[src/rtl/upsampler_pkg.sv]
// -----------------------------------------------------------------------------
// upsampler_pkg
// Shared types and helpers for the disparity upsampler.
//   state_t     : row sequencing states (IDLE, WAIT, EMIT, FLUSH)
//   ratio_log2  : log2 of the (power-of-two) upsampling ratio, used to size
//                 the phase counter and the interpolation product
// -----------------------------------------------------------------------------
package upsampler_pkg;

   typedef enum logic [1:0] {
      ST_IDLE  = 2'd0,   // no sample of the current row held
      ST_WAIT  = 2'd1,   // prev held, waiting for the next sample
      ST_EMIT  = 2'd2,   // emitting pixels between prev and cur
      ST_FLUSH = 2'd3    // replicating the last sample to close the row
   } state_t;

   // Smallest r with 2**r >= ratio; exact log2 for power-of-two ratios.
   function automatic int ratio_log2(input int ratio);
      int r = 0;
      for (int i = 0; i < 31; i++) begin
         if ((1 << i) < ratio) r = i + 1;
      end
      return r;
   endfunction

endpackage : upsampler_pkg

[src/rtl/upsampler_lerp.sv]
// -----------------------------------------------------------------------------
// upsampler_lerp
// Combinational linear interpolation between two samples:
//   value = prev + floor((cur - prev) * k / up_ratio)
// Ports:
//   prev  [bits-1:0]  start sample (phase 0)
//   cur   [bits-1:0]  end sample (reached at phase up_ratio)
//   k     [log2-1:0]  phase, 0 .. up_ratio-1
//   value [bits-1:0]  interpolated pixel
// -----------------------------------------------------------------------------
module upsampler_lerp
   import upsampler_pkg::*;
#(
   parameter int bits     = 8,
   parameter int up_ratio = 4
) (
   input  logic [bits-1:0]                 prev,
   input  logic [bits-1:0]                 cur,
   input  logic [ratio_log2(up_ratio)-1:0] k,
   output logic [bits-1:0]                 value
);

   localparam int KW = ratio_log2(up_ratio);
   localparam int PW = bits + 1 + KW;

   logic signed [bits:0]  diff;
   logic signed [PW-1:0]  diff_ext;
   logic signed [PW-1:0]  k_ext;
   logic signed [PW-1:0]  prod;
   logic signed [PW-1:0]  step;
   logic signed [PW-1:0]  sum;
   logic                  unused_sum_hi;

   // |diff * k| < 2**(bits+KW), so the product always fits in PW signed bits,
   // and the arithmetic shift floors toward minus infinity as required.
   always_comb begin
      diff     = $signed({1'b0, cur}) - $signed({1'b0, prev});
      diff_ext = {{KW{diff[bits]}}, diff};
      k_ext    = {{(bits + 1){1'b0}}, k};
      prod     = diff_ext * k_ext;
      step     = prod >>> KW;
      sum      = step + $signed({{(KW + 1){1'b0}}, prev});
      value    = sum[bits-1:0];
   end

   // The result lies between prev and cur, so the upper sum bits are always
   // zero; fold them into a dummy so they are consumed.
   assign unused_sum_hi = ^sum[PW-1:bits];

endmodule : upsampler_lerp

[src/rtl/disparity_upsampler.sv]
// -----------------------------------------------------------------------------
// disparity_upsampler
// Expands a decimated disparity stream by up_ratio along a row. Each pair of
// consecutive samples produces up_ratio pixels; the last sample of a row is
// replicated up_ratio times, so in_per_row samples yield row_width pixels.
// Build option: define UPSAMPLER_INTERP_EN for linear interpolation between
// samples; otherwise pixels hold the earlier sample (sample-and-hold) with
// identical sequencing and timing.
// Ports:
//   clk, reset            rising-edge clock, asynchronous active-high reset
//   sample, sample_valid  decimated input (valid/ready handshake)
//   sample_ready          high in IDLE and WAIT
//   pixel, pixel_valid    full-rate output (valid/ready handshake)
//   pixel_ready           downstream accept
//   pixel_last            marks the final pixel of each row
// All outputs come from state or registers only.
// -----------------------------------------------------------------------------
module disparity_upsampler
   import upsampler_pkg::*;
#(
   parameter int bits      = 8,
   parameter int up_ratio  = 4,
   parameter int row_width = 640
) (
   input  logic            clk,
   input  logic            reset,
   input  logic [bits-1:0] sample,
   input  logic            sample_valid,
   output logic            sample_ready,
   output logic [bits-1:0] pixel,
   output logic            pixel_valid,
   input  logic            pixel_ready,
   output logic            pixel_last
);

   localparam int KW         = ratio_log2(up_ratio);
   localparam int IN_PER_ROW = row_width / up_ratio;
   localparam int CW         = $clog2(IN_PER_ROW + 1);

   generate
      if ((up_ratio < 2) || ((up_ratio & (up_ratio - 1)) != 0)
          || ((row_width % up_ratio) != 0)) begin : g_bad_params
         $error("disparity_upsampler: up_ratio must be a power of 2 >= 2 and divide row_width");
      end
   endgenerate

   state_t          state_q, state_d;
   logic [bits-1:0] prev_q,  prev_d;
   logic [bits-1:0] cur_q,   cur_d;
   logic [KW-1:0]   k_q,     k_d;
   logic [CW-1:0]   count_q, count_d;

   logic            sample_fire;
   logic            pixel_fire;
   logic            k_last;
   logic [bits-1:0] emit_value;

   // NOTE: prev/cur are plain data registers but are still reset, because the
   // pixel output must read as zero straight out of reset.
   always_ff @(posedge clk or posedge reset) begin
      if (reset) begin
         state_q <= ST_IDLE;
         prev_q  <= '0;
         cur_q   <= '0;
         k_q     <= '0;
         count_q <= '0;
      end else begin
         // NOTE: non-blocking here so every flop samples the pre-edge values.
         state_q <= state_d;
         prev_q  <= prev_d;
         cur_q   <= cur_d;
         k_q     <= k_d;
         count_q <= count_d;
      end
   end

   assign sample_ready = (state_q == ST_IDLE) || (state_q == ST_WAIT);
   assign pixel_valid  = (state_q == ST_EMIT) || (state_q == ST_FLUSH);
   assign sample_fire  = sample_valid && sample_ready;
   assign pixel_fire   = pixel_valid && pixel_ready;
   assign k_last       = (k_q == KW'(up_ratio - 1));

   always_comb begin
      // NOTE: defaults first so no path through the case leaves a latch.
      state_d = state_q;
      prev_d  = prev_q;
      cur_d   = cur_q;
      k_d     = k_q;
      count_d = count_q;

      unique case (state_q)
         ST_IDLE: begin
            if (sample_fire) begin
               prev_d  = sample;
               count_d = CW'(1);
               k_d     = '0;
               state_d = (IN_PER_ROW == 1) ? ST_FLUSH : ST_WAIT;
            end
         end
         ST_WAIT: begin
            if (sample_fire) begin
               cur_d   = sample;
               k_d     = '0;
               state_d = ST_EMIT;
            end
         end
         ST_EMIT: begin
            if (pixel_fire) begin
               // Phase counter wraps to 0 naturally after up_ratio-1.
               k_d = k_q + KW'(1);
               if (k_last) begin
                  prev_d  = cur_q;
                  count_d = count_q + CW'(1);
                  state_d = (count_q + CW'(1) == CW'(IN_PER_ROW)) ? ST_FLUSH : ST_WAIT;
               end
            end
         end
         ST_FLUSH: begin
            if (pixel_fire) begin
               k_d = k_q + KW'(1);
               if (k_last) begin
                  k_d     = '0;
                  count_d = '0;
                  state_d = ST_IDLE;
               end
            end
         end
         default: state_d = ST_IDLE;
      endcase
   end

`ifdef UPSAMPLER_INTERP_EN
   upsampler_lerp #(
      .bits     (bits),
      .up_ratio (up_ratio)
   ) u_lerp (
      .prev  (prev_q),
      .cur   (cur_q),
      .k     (k_q),
      .value (emit_value)
   );
`else
   assign emit_value = prev_q;
`endif

   assign pixel      = (state_q == ST_EMIT) ? emit_value : prev_q;
   assign pixel_last = (state_q == ST_FLUSH) && k_last;

endmodule : disparity_upsampler

[config.mk]
export PLATFORM = sky130hd
export DESIGN_NAME = disparity_upsampler
export DESIGN_NICKNAME = d
export VERILOG_FILES = /design/src/rtl/upsampler_pkg.sv /design/src/rtl/upsampler_lerp.sv /design/src/rtl/disparity_upsampler.sv
export SDC_FILE = /design/constraint.sdc
export NUM_CORES = 1
export LEC_CHECK = 0
export ABC_AREA = 1
export ABC_CLOCK_PERIOD_IN_PS = 1700
export BUFFER_PORTS_ARGS = -buffer_cell sky130_fd_sc_hd__buf_2
export CORE_MARGIN = 4
export CORE_UTILIZATION = 50
export DETAILED_ROUTE_END_ITERATION = 16
export PLACE_DENSITY = 0.72
export SLEW_MARGIN = 20
export SYNTH_ARGS = -nofsm -noshare
export SYNTH_HDL_FRONTEND = slang
export SYNTH_SLANG_ARGS = --single-unit
export TNS_END_PERCENT = 1
[constraint.sdc]
create_clock -name clk -period 1.7 [get_ports clk]
set_input_delay 0 -clock clk [delete_from_list [all_inputs] [get_ports clk]]
set_output_delay 0 -clock clk [all_outputs]
set_load 0.005 [all_outputs]
==> impl_metrics.env, run 1 <==
export IMPL_number_of_antenna_violations_at_the_first_check_in_global_routing=0
export IMPL_number_of_antenna_violating_nets_in_the_routed_design=0
export IMPL_worstHoldEndpoint="state_q[1]"
export IMPL_htreeDepth=1
export IMPL_synthArstFlopShare_pct=100
export IMPL_hold_path_class="in -> reg"
export IMPL_fin_setup_tns_ns=0
export IMPL_grt_start_max_net_pins=29
export IMPL_worst_hold_path_num_cells=4
export IMPL_grt_pass1_vias=1195
export IMPL_post_synthesis_instance_total=163
export IMPL_globalplace_congestion=0.871
export IMPL_cts_tree="yes"
export IMPL_detailedPlace_worstSlack_ns=0.235
export IMPL_drive_gt1_share_pct=24.7
export IMPL_fp_dieH_um=61.3
export IMPL_globalRouteOverflowTotal=0
export IMPL_synth_area_um2=1420
export IMPL_critical_path_reg2reg_startpoint="k_q[0]"
export IMPL_number_of_i_o_pins=23
export IMPL_cellLeakagePower_nw=0.817
export IMPL_post_dp_cell_area_um2=1560
export IMPL_dr_pass1_iters=4
export IMPL_avgViaCountPerCell=5.14
export IMPL_core_rows=19
export IMPL_final_net_count=214
export IMPL_rsz0062_at_grt="false"
export IMPL_ys_seq_area_share_pct=49.3
export IMPL_post_cts_repair_setup_buffers=0
export IMPL_rr_worst_depth=7
export IMPL_synth_cell_type_count=29
export IMPL_timing_hold_violations_final=0
export IMPL_worst_path_buf_inv=1
export IMPL_post_synth_edffs=0
export IMPL_timing_critical_path_required_ns=1.95
export IMPL_timing_critical_path_slowest_stage_cell="sky130_fd_sc_hd__dfrtp_1"
export IMPL_final_design_area_excluding_fillers_um2=1700
export IMPL_criticalPathCategory="reg -> reg"
export IMPL_avgSynthCellArea_um2=8.71
export IMPL_dp_hpwl_um=2080
export IMPL_worst_slew_margin_rel_pct=76.6
export IMPL_arrival_ns=1.75
export IMPL_post_synth_top_area_fraction_pct=49.3
export IMPL_finalMaxSlewViolations=0
export IMPL_setup_violations_final=0
export IMPL_synth_yosys_warnings=0
export IMPL_areaGrowthSynthToFinish_pct=19.7
export IMPL_critPathLaunchType="flop"
export IMPL_floorplan_die_area_um2=3760
export IMPL_worstPathCellList="ha_1 > inv_1 > o21ai_2 > nand2_2 > nor2_4 > nor2_1 > a31oi_1"
export IMPL_drc=0
export IMPL_cp_top_family="simple AND/OR/NAND/NOR gates"
export IMPL_groute_usage_overall_pct=18.1
export IMPL_clk_pin_slew_worst_paths_ns=0.15
export IMPL_worst_clock_skew_ns=0.00722
export IMPL_finalWorstSetupSlack_ns=0.202
export IMPL_worst_r2r_endpoint="pixel[3]"
export IMPL_die_width_um=61.3
export IMPL_cpPeakStageDelay_ns=0.40
export IMPL_top_cells_by_area_in_the_synthesized_netlist="sky130_fd_sc_hd__dfrtp_1 49%, sky130_fd_sc_hd__nand2_1 12%, sky130_fd_sc_hd__mux2_2 6.3%"
export IMPL_irDropWorstVdd_mv=1.04
export IMPL_critical_path_peak_fanout=16
export IMPL_layout_min_cycle_time_ns=1.50
export IMPL_rrSetupSlack_ns=0.20
export IMPL_cts_buffer_depth=2
export IMPL_cap_viol_max_count=0
export IMPL_floorplan_initialDensity_pct=51.9
export IMPL_clk_latency_ns=0.33
export IMPL_clock_sinks=28
export IMPL_detail_route_wirelength_um=2860
export IMPL_fillCellCount=224
export IMPL_power_density_nw_per_um2=1560
export IMPL_synth_flop_cell="sky130_fd_sc_hd__dfrtp_1"
export IMPL_maxClockFrequency_mhz=667
export IMPL_timing_final_crit_share_pct=88.1
export IMPL_synthesis_nets=178
export IMPL_drt_iter0_markers=56
export IMPL_n_antenna_cell=0
export IMPL_cts_buffers_inserted=3
export IMPL_dr_total_vias=1178
export IMPL_clk_root_buffer_cell="sky130_fd_sc_hd__clkbuf_4"
export IMPL_ffs_latches_synth=28
export IMPL_design_core_area_um2=2730
export IMPL_status="completed"
export IMPL_timing_critical_path_to_type="flop"
export IMPL_port_buffer_count=22
export IMPL_min_from="sample_valid"
export IMPL_worst_pin_slew_ns=0.352
export IMPL_post_drt_wl_per_cell_um=12.5
export IMPL_grt_pass1_wl_um=5130
export IMPL_synth_area_leader_cell="sky130_fd_sc_hd__dfrtp_1"
## cells in the final DEF, fill, tap and decap left out
cell type	Yosys	layout
sky130_fd_sc_hd__nor3_1	1	1
sky130_fd_sc_hd__dfrtp_1	28	28
sky130_fd_sc_hd__ha_1	3	3
sky130_fd_sc_hd__nand3_2	2	2
sky130_fd_sc_hd__inv_2	2	2
sky130_fd_sc_hd__a31oi_1	8	8
sky130_fd_sc_hd__clkbuf_8	0	1
sky130_fd_sc_hd__nor2_4	1	1
sky130_fd_sc_hd__inv_4	1	1
sky130_fd_sc_hd__xor2_1	1	1
sky130_fd_sc_hd__nor2_2	2	2
sky130_fd_sc_hd__clkbuf_4	0	3
sky130_fd_sc_hd__buf_2	1	22
sky130_fd_sc_hd__dlygate4sd3_1	0	10
sky130_fd_sc_hd__nand2_1	47	47
sky130_fd_sc_hd__a32o_1	1	1
sky130_fd_sc_hd__o21ai_1	3	3
sky130_fd_sc_hd__buf_4	1	3
sky130_fd_sc_hd__o22ai_1	3	3
sky130_fd_sc_hd__nand4_1	2	2
sky130_fd_sc_hd__nand2_2	2	2
sky130_fd_sc_hd__o211ai_1	1	1
sky130_fd_sc_hd__inv_1	13	13
sky130_fd_sc_hd__or2_4	1	1
sky130_fd_sc_hd__o21ai_2	1	1
sky130_fd_sc_hd__nor2_1	13	13
sky130_fd_sc_hd__nand3_1	9	9
sky130_fd_sc_hd__mux2_2	8	8
sky130_fd_sc_hd__o21ai_0	5	5
sky130_fd_sc_hd__a21oi_1	1	1
## state kept, by name (all words and copies together) (netlist names)
register  flops
cur_q         8
state_q       2
pixel         8
k_q           2
count_q       8
## per-stage QoR
| step | hold slack (ns) | total power [mW] | std cells | util (%) |
|---|---|---|---|---|
| after floorplan | 0.0654 | 1.99 | 163 | - |
| after global placement | 0.0724 | 2.26 | 215 | 57.2 |
| after detailed placement | 0.0820 | 2.32 | 215 | 57.2 |
| after CTS | 0.00913 | 2.66 | 229 | 62.2 |
| after global routing | 0.0434 | 2.91 | 229 | 62.2 |
| final | 0.0131 | 2.65 | 229 | 62.2 |
## logic make-up (layout without fill, tap and decap cells)
group | count (synthesis) | in the layout | synth area share, %
AO/OA/AOI/OAI | 23 | 23 | 9.87
XOR/XNOR | 1 | 1 | 0.617
adder cells (fa/ha/maj) | 3 | 3 | 2.64
buffers and inverters | 20 | 55 | 6.34
flip-flops | 28 | 28 | 49.3
multiplexers | 8 | 8 | 6.34
AND/OR/NAND/NOR | 80 | 80 | 24.8
## area by class of cell
cell class | instances | area, µm² | share of cell area [%]
multi-input cells | 115 | 629 | 37.0
flip-flops and latches | 28 | 701 | 41.2
well taps | 31 | 38.8 | 2.28
clock buffers | 4 | 36.3 | 2.13
repair buffers | 35 | 233 | 13.7
inverters | 16 | 62.6 | 3.68
## synthesized netlist by cell type, drive strengths merged, types with 2 or more instances
cell / instances
a31oi: 8
buf: 3
dfrtp: 28
ha: 3
inv: 16
mux2: 8
nand2: 49
nand3: 11
nand4: 2
nor2: 16
o21ai: 9
o22ai: 3
## power breakdown
group	internal, mW	switching [mW]	total, mW
Combinational	0.500	0.656	1.16
Sequential	0.942	0.226	1.17
Clock	0.131	0.195	0.326
## repair_timing
item / CTS / global route
resized for setup: 0 / 0
hold buffers: 10 / 0
endpoints found under the hold margin: 46 / 0
## worst max-delay path by stage
stage / from / to / slack [ns] / cells after the start
floorplan: k_q[0] / pixel[0] / 0.38 / 8
global placement: state_q[1] / count_q[4] / 0.29 / 6
detailed placement: k_q[0] / pixel[3] / 0.23 / 7
CTS: k_q[0] / pixel[3] / 0.19 / 7
global route: state_q[1] / count_q[7] / 0.05 / 6
finish: k_q[0] / pixel[3] / 0.20 / 7
## worst min-delay path, stage by stage
cell and delay, ns:
sky130_fd_sc_hd__buf_2 0.10, sky130_fd_sc_hd__or2_4 0.13, sky130_fd_sc_hd__nand2_1 0.05, sky130_fd_sc_hd__nand2_1 0.05
## per-layer routing
layer / share of wire [%] / up-vias / global-route usage, %
met2: 50 / 18 / 30.5
met4: 0.59 / 0 / 3.72
met1: 46 / 551 / 24.2
li1: - / 607 / -
met3: 2.7 / 2 / 3.56
met5: 0 / - / 0
Note: power is estimated with default switching activity, not from simulation.
==> inputs of run 2 (changes only) <==
--- a/config.mk
+++ b/config.mk
@@ -5,7 +5,6 @@
 export SDC_FILE = /design/constraint.sdc
 export NUM_CORES = 1
 export LEC_CHECK = 0
-export ABC_AREA = 1
 export ABC_CLOCK_PERIOD_IN_PS = 1700
 export BUFFER_PORTS_ARGS = -buffer_cell sky130_fd_sc_hd__buf_2
 export CORE_MARGIN = 4
==> impl_metrics.env, run 2 <==
export IMPL_status="completed"
export IMPL_detailedPlace_worstSlack_ns=0.111
export IMPL_number_of_antenna_violating_nets_in_the_routed_design=0
export IMPL_timing_final_crit_share_pct=95.5
export IMPL_fillCellCount=210
export IMPL_combinationalPowerShare_pct=40.0
export IMPL_finalMaxSlewViolations=0
export IMPL_rrSetupSlack_ns=0.08
export IMPL_dp_hpwl_um=1970
export IMPL_synth_area_um2=1420
export IMPL_netlist_top_cells_count="28 x sky130_fd_sc_hd__dfrtp_1, 10 x sky130_fd_sc_hd__nor2_1, 9 x sky130_fd_sc_hd__a21oi_1, 9 x sky130_fd_sc_hd__mux2_2, 9 x sky130_fd_sc_hd__mux2i_1"
export IMPL_die_width_um=61.2
export IMPL_dr_pass1_iters=4
export IMPL_clk_root_buffer_cell="sky130_fd_sc_hd__clkbuf_4"
export IMPL_groute_usage_overall_pct=17.0
export IMPL_post_dp_cell_area_um2=1540
export IMPL_critPathLaunchType="flop"
export IMPL_cts_buffers_inserted=3
export IMPL_rr_worst_depth=4
export IMPL_irDropWorstVdd_mv=0.925
export IMPL_groute_layer_met1_usage_pct=22.1
export IMPL_top_cells_by_area_in_the_synthesized_netlist="sky130_fd_sc_hd__dfrtp_1 49%, sky130_fd_sc_hd__mux2_2 7.2%, sky130_fd_sc_hd__mux2i_1 6.4%"
export IMPL_total_of_cells_resized_after_clock_tree_synthesis=0
export IMPL_synth_area_leader_cell="sky130_fd_sc_hd__dfrtp_1"
export IMPL_placed_cells=176
export IMPL_floorplan_initialDensity_pct=51.8
export IMPL_post_synthesis_instance_total=125
export IMPL_avgViaCountPerCell=5.61
export IMPL_globalRoute_busiestLayer="met2"
export IMPL_arrival_ns=1.83
export IMPL_areaGrowthSynthToFinish_pct=17.2
export IMPL_p_seq_share_pct=49.2
export IMPL_maxClockFrequency_mhz=616
export IMPL_critical_path_peak_fanout=8
export IMPL_drive_gt1_share_pct=27.2
export IMPL_worst_hold_path_num_cells=3
export IMPL_power_switching_mw=0.859
export IMPL_n_antenna_cell=0
export IMPL_layout_min_cycle_time_ns=1.62
export IMPL_dr_total_vias=1060
export IMPL_fin_setup_tns_ns=0
export IMPL_setup_violations_final=0
export IMPL_timing_critical_path_to_type="flop"
export IMPL_clock_sinks=28
export IMPL_post_synth_top_area_fraction_pct=49.5
export IMPL_finish_utilization_pct=60.7
export IMPL_cell_internal_pwr_mw=1.52
export IMPL_clk_pin_slew_worst_paths_ns=0.14
export IMPL_rsz0062_at_grt="false"
export IMPL_final_design_area_excluding_fillers_um2=1660
export IMPL_synthesis_nets=140
export IMPL_power_density_nw_per_um2=1430
export IMPL_port_buffer_count=22
export IMPL_clk_latency_ns=0.31
export IMPL_highest_count_cells_in_the_layout_ignoring_fill_and_taps="28 x sky130_fd_sc_hd__dfrtp_1, 22 x sky130_fd_sc_hd__buf_2, 10 x sky130_fd_sc_hd__nor2_1, 10 x sky130_fd_sc_hd__dlygate4sd3_1"
export IMPL_ys_seq_area_share_pct=49.5
export IMPL_cellLeakagePower_nw=0.764
export IMPL_globalRouteOverflowTotal=0
export IMPL_hold_path_class="in -> reg"
export IMPL_fp_dieH_um=61.2
export IMPL_cts_hold_repair_buffers=10
export IMPL_yosys_cell_count_top_type="sky130_fd_sc_hd__dfrtp_1"
export IMPL_synthArstFlopShare_pct=100
export IMPL_grt_pass1_vias=1044
export IMPL_htreeDepth=1
export IMPL_gr_usage_met3_pct=2.52
export IMPL_finalWorstSetupSlack_ns=0.0761
export IMPL_timing_critical_path_required_ns=1.91
export IMPL_cap_viol_max_count=0
export IMPL_worst_clock_skew_ns=0.00313
export IMPL_synth_yosys_warnings=0
export IMPL_post_drt_wl_per_cell_um=14.3
export IMPL_core_rows=19
export IMPL_drc=0
export IMPL_ffs_latches_synth=28
export IMPL_swShare_pct=36.1
export IMPL_design_core_area_um2=2730
export IMPL_final_net_count=175
export IMPL_grt_start_max_net_pins=29
export IMPL_critical_path_reg2reg_startpoint="k_q[0]"
export IMPL_worst_pin_slew_ns=0.399
export IMPL_gr_usage_met2_pct=29.3
export IMPL_globalplace_congestion=0.897
export IMPL_min_from="pixel_ready"
export IMPL_criticalPathCategory="reg -> reg"
export IMPL_clock_power_share_pct=10.8
export IMPL_synth_cell_type_count=34
export IMPL_synth_flop_cell="sky130_fd_sc_hd__dfrtp_1"
export IMPL_layout_cells_most_common="sky130_fd_sc_hd__dfrtp_1"
export IMPL_worstHoldEndpoint="k_q[1]"
export IMPL_grt_pass1_wl_um=4720
export IMPL_post_synth_edffs=0
export IMPL_timing_hold_violations_final=0
export IMPL_stdcell_count=189
export IMPL_drt_iter0_markers=35
export IMPL_cts_buffer_depth=2
export IMPL_worst_r2r_endpoint="count_q[0]"
export IMPL_worst_slew_margin_rel_pct=73.3
export IMPL_floorplan_die_area_um2=3750
export IMPL_post_cts_repair_setup_buffers=0
export IMPL_number_of_i_o_pins=23
export IMPL_cts_tree="yes"
export IMPL_detail_route_wirelength_um=2710
export IMPL_number_of_antenna_violations_at_the_first_check_in_global_routing=0
export IMPL_avgSynthCellArea_um2=11.3
run 2: worst max-delay path by stage:
stage                            end  cells after the start    from
after global routing        pixel[1]                      5  k_q[0]
after CTS                 count_q[0]                      4  k_q[0]
after detailed placement  count_q[0]                      4  k_q[0]
after global placement    count_q[0]                      4  k_q[0]
final                     count_q[0]                      4  k_q[0]
after floorplan           count_q[0]                      4  k_q[0]
run 2: cell type report:
type / count / area [µm²] / share of cell area (%)
clock buffer: 3 / 22.5 / 1.36
inverter: 3 / 11.3 / 0.678
multi-input combinational: 89 / 654 / 39.4
sequential: 28 / 701 / 42.2
tap: 31 / 38.8 / 2.34
timing repair buffer: 35 / 233 / 14.0
run 2: cell families after synthesis:
kind of cell | after synthesis | synth area share (%)
xor gates and xnor gates | 6 | 3.71
adders and majority gates | 3 | 2.65
DFF | 28 | 49.5
muxes | 18 | 13.5
AOI/OAI and AO/OA | 29 | 13.1
buffers and inverters | 8 | 4.33
and+or+nand+nor | 33 | 13.3
run 2: power by group through the flow:
stage          sequential, mW  combinational [mW]  clock (mW)
6_report                 1.17               0.950       0.258
5_1_grt                  1.20                1.08       0.300
4_1_cts                  1.17               0.963       0.268
3_5_place_dp             1.18               0.946           0
3_3_place_gp             1.16               0.912           0
2_1_floorplan            1.10               0.779           0
run 2: worst max-delay path: stages (launching register included):
cell,delay (ns)
sky130_fd_sc_hd__dfrtp_1,0.43
sky130_fd_sc_hd__ha_1,0.28
sky130_fd_sc_hd__nand3_2,0.14
sky130_fd_sc_hd__o21a_1,0.30
sky130_fd_sc_hd__mux2_2,0.37
run 2: through the flow:
step / hold slack (ns) / total power, mW
2_1_floorplan: 0.0654 / 1.88
3_3_place_gp: 0.0744 / 2.07
3_5_place_dp: 0.0803 / 2.12
4_1_cts: 0.0774 / 2.40
5_1_grt: 0.0965 / 2.58
6_report: 0.0820 / 2.38
run 2: per-layer routing:
layer / share of wire, % / vias to the layer above
met5: 0 / -
met4: 0.70 / 0
met3: 4.3 / 2
met2: 51 / 23
met1: 44 / 523
li1: - / 512
==> inputs of run 3 (changes only) <==
--- a/config.mk
+++ b/config.mk
@@ -7,10 +7,12 @@
 export LEC_CHECK = 0
 export ABC_CLOCK_PERIOD_IN_PS = 1700
 export BUFFER_PORTS_ARGS = -buffer_cell sky130_fd_sc_hd__buf_2
+export CELL_PAD_IN_SITES_DETAIL_PLACEMENT = 0
+export CELL_PAD_IN_SITES_GLOBAL_PLACEMENT = 1
 export CORE_MARGIN = 4
-export CORE_UTILIZATION = 50
+export CORE_UTILIZATION = 43
 export DETAILED_ROUTE_END_ITERATION = 16
-export PLACE_DENSITY = 0.72
+export PLACE_DENSITY_LB_ADDON = 0.1
 export SLEW_MARGIN = 20
 export SYNTH_ARGS = -nofsm -noshare
 export SYNTH_HDL_FRONTEND = slang
==> impl_metrics.env, run 3 (same netlist as run 2, synthesis figures left out) <==
export IMPL_status="completed"
export IMPL_clk_root_buffer_cell="sky130_fd_sc_hd__clkbuf_4"
export IMPL_critical_path_peak_fanout=8
export IMPL_critPathLaunchType="flop"
export IMPL_die_width_um=65.4
export IMPL_holdWs_ns=0.0649
export IMPL_timing_final_crit_share_pct=93.5
export IMPL_criticalPathCategory="reg -> reg"
export IMPL_setup_violations_final=0
export IMPL_timing_critical_path_to_type="flop"
export IMPL_rr_worst_depth=4
export IMPL_layout_min_cycle_time_ns=1.59
export IMPL_drt_iter0_markers=47
export IMPL_avgViaCountPerCell=5.07
export IMPL_rrSetupSlack_ns=0.11
export IMPL_critPathLaunch="k_q[0]"
export IMPL_grt_pass1_wl_um=4700
export IMPL_placed_cells=189
export IMPL_cts_buffer_depth=2
export IMPL_post_drt_wl_per_cell_um=13.2
export IMPL_finalMaxSlewViolations=0
export IMPL_cts_tree="yes"
export IMPL_worst_pin_slew_ns=0.352
export IMPL_critical_path_reg2reg_startpoint="k_q[0]"
export IMPL_clock_sinks=28
export IMPL_grt_pass1_vias=1043
export IMPL_globalRouteOverflowTotal=0
export IMPL_dr_total_vias=1039
export IMPL_irDropWorstVdd_mv=0.618
export IMPL_number_of_i_o_pins=23
export IMPL_setup_worst_path_end="count_q[0]"
export IMPL_cellLeakagePower_nw=0.785
export IMPL_worst_clock_skew_ns=0.00459
export IMPL_highest_count_cells_in_the_layout_ignoring_fill_and_taps="28 x sky130_fd_sc_hd__dfrtp_1, 22 x sky130_fd_sc_hd__buf_2, 10 x sky130_fd_sc_hd__nor2_1, 10 x sky130_fd_sc_hd__dlygate4sd3_1"
export IMPL_grt_start_max_net_pins=29
export IMPL_power_density_nw_per_um2=1440
export IMPL_number_of_antenna_violations_at_the_first_check_in_global_routing=0
export IMPL_core_rows=20
export IMPL_hold_path_class="in -> reg"
export IMPL_total_power_mw=2.47
export IMPL_groute_usage_overall_pct=14.1
export IMPL_rsz0062_at_grt="true"
export IMPL_timing_hold_violations_final=0
export IMPL_globalplace_congestion=0.803
export IMPL_design_core_area_um2=3100
export IMPL_maxClockFrequency_mhz=629
export IMPL_final_net_count=177
export IMPL_stdcell_count=205
export IMPL_arrival_ns=1.82
export IMPL_areaGrowthSynthToFinish_pct=21.3
export IMPL_drive_gt1_share_pct=28.6
export IMPL_fin_setup_tns_ns=0
export IMPL_clk_latency_ns=0.32
export IMPL_detail_route_wirelength_um=2700
export IMPL_timing_critical_path_required_ns=1.93
export IMPL_layout_cells_most_common="sky130_fd_sc_hd__dfrtp_1"
export IMPL_finish_utilization_pct=55.4
export IMPL_clk_pin_slew_worst_paths_ns=0.15
export IMPL_floorplan_die_area_um2=4280
export IMPL_drc=0
export IMPL_floorplan_initialDensity_pct=45.6
export IMPL_n_antenna_cell=0
export IMPL_fp_dieH_um=65.4
export IMPL_cts_buffers_inserted=3
export IMPL_dp_hpwl_um=1910
export IMPL_htreeDepth=1
export IMPL_cap_viol_max_count=0
export IMPL_number_of_antenna_violating_nets_in_the_routed_design=0
export IMPL_port_buffer_count=22
export IMPL_dr_pass1_iters=4
export IMPL_worst_r2r_endpoint="count_q[0]"
export IMPL_worst_slew_margin_rel_pct=76.5
run 3: cell count changes in the layout (fill, tap and decap cells not counted), sizes merged:
cell	before	now
buf	25	27
clkbuf	3	4
run 3: final cells by class:
type                    instances  area (µm²)
repair buffers                 37         260
fillers                       301        1390
well taps                      44        55.1
flip-flops and latches         28         701
clock buffers                   4        36.3
inverters                       3        11.3
multi-input cells              89         654
run 3: per-stage QoR:
stage / setup WS, ns / area (µm²)
3_3_place_gp: 0.155 / 1550
2_1_floorplan: 0.250 / 1420
3_5_place_dp: 0.119 / 1550
4_1_cts: 0.0994 / 1690
6_report: 0.110 / 1720
5_1_grt: -0.000448 / 1720
run 3: layer usage:
| layer | global-route usage (%) | vias up | part of all wire, % |
|---|---|---|---|
| met5 | 0 | - | 0 |
| met4 | 3.11 | 0 | 0.56 |
| met3 | 2.56 | 2 | 3.1 |
| met2 | 24.5 | 15 | 49 |
| met1 | 18.1 | 502 | 47 |
| li1 | - | 520 | - |
run 3: repair_timing:
item,in CTS,in global routing
setup endpoints to repair,0,2
hold buffers,10,0
gates resized for setup,0,0
hold endpoints to repair,44,0
setup buffers,0,2
run 3: worst min path at each step:
| stage | end | cells after the start | slack (ns) | startpoint |
|---|---|---|---|---|
| 5_1_grt | k_q[1] | 3 | 0.08 | pixel_ready |
| 6_report | k_q[1] | 3 | 0.06 | pixel_ready |
| 2_1_floorplan | count_q[0] | 1 | 0.07 | reset |
| 3_5_place_dp | pixel[0] | 3 | 0.09 | reset |
| 4_1_cts | k_q[1] | 3 | 0.07 | pixel_ready |
| 3_3_place_gp | pixel[7] | 3 | 0.08 | reset |
run 3: critical path, cell delays in order, from the launching register on:
cell and delay [ns]:
sky130_fd_sc_hd__dfrtp_1 0.43, sky130_fd_sc_hd__ha_1 0.27, sky130_fd_sc_hd__nand3_2 0.13, sky130_fd_sc_hd__o21a_1 0.30
sky130_fd_sc_hd__mux2_2 0.37
run 3: where the power goes:
group          total, mW  switching, mW  internal [mW]
logic              0.992          0.453          0.539
registers           1.15          0.223          0.928
clock network      0.323          0.192          0.131
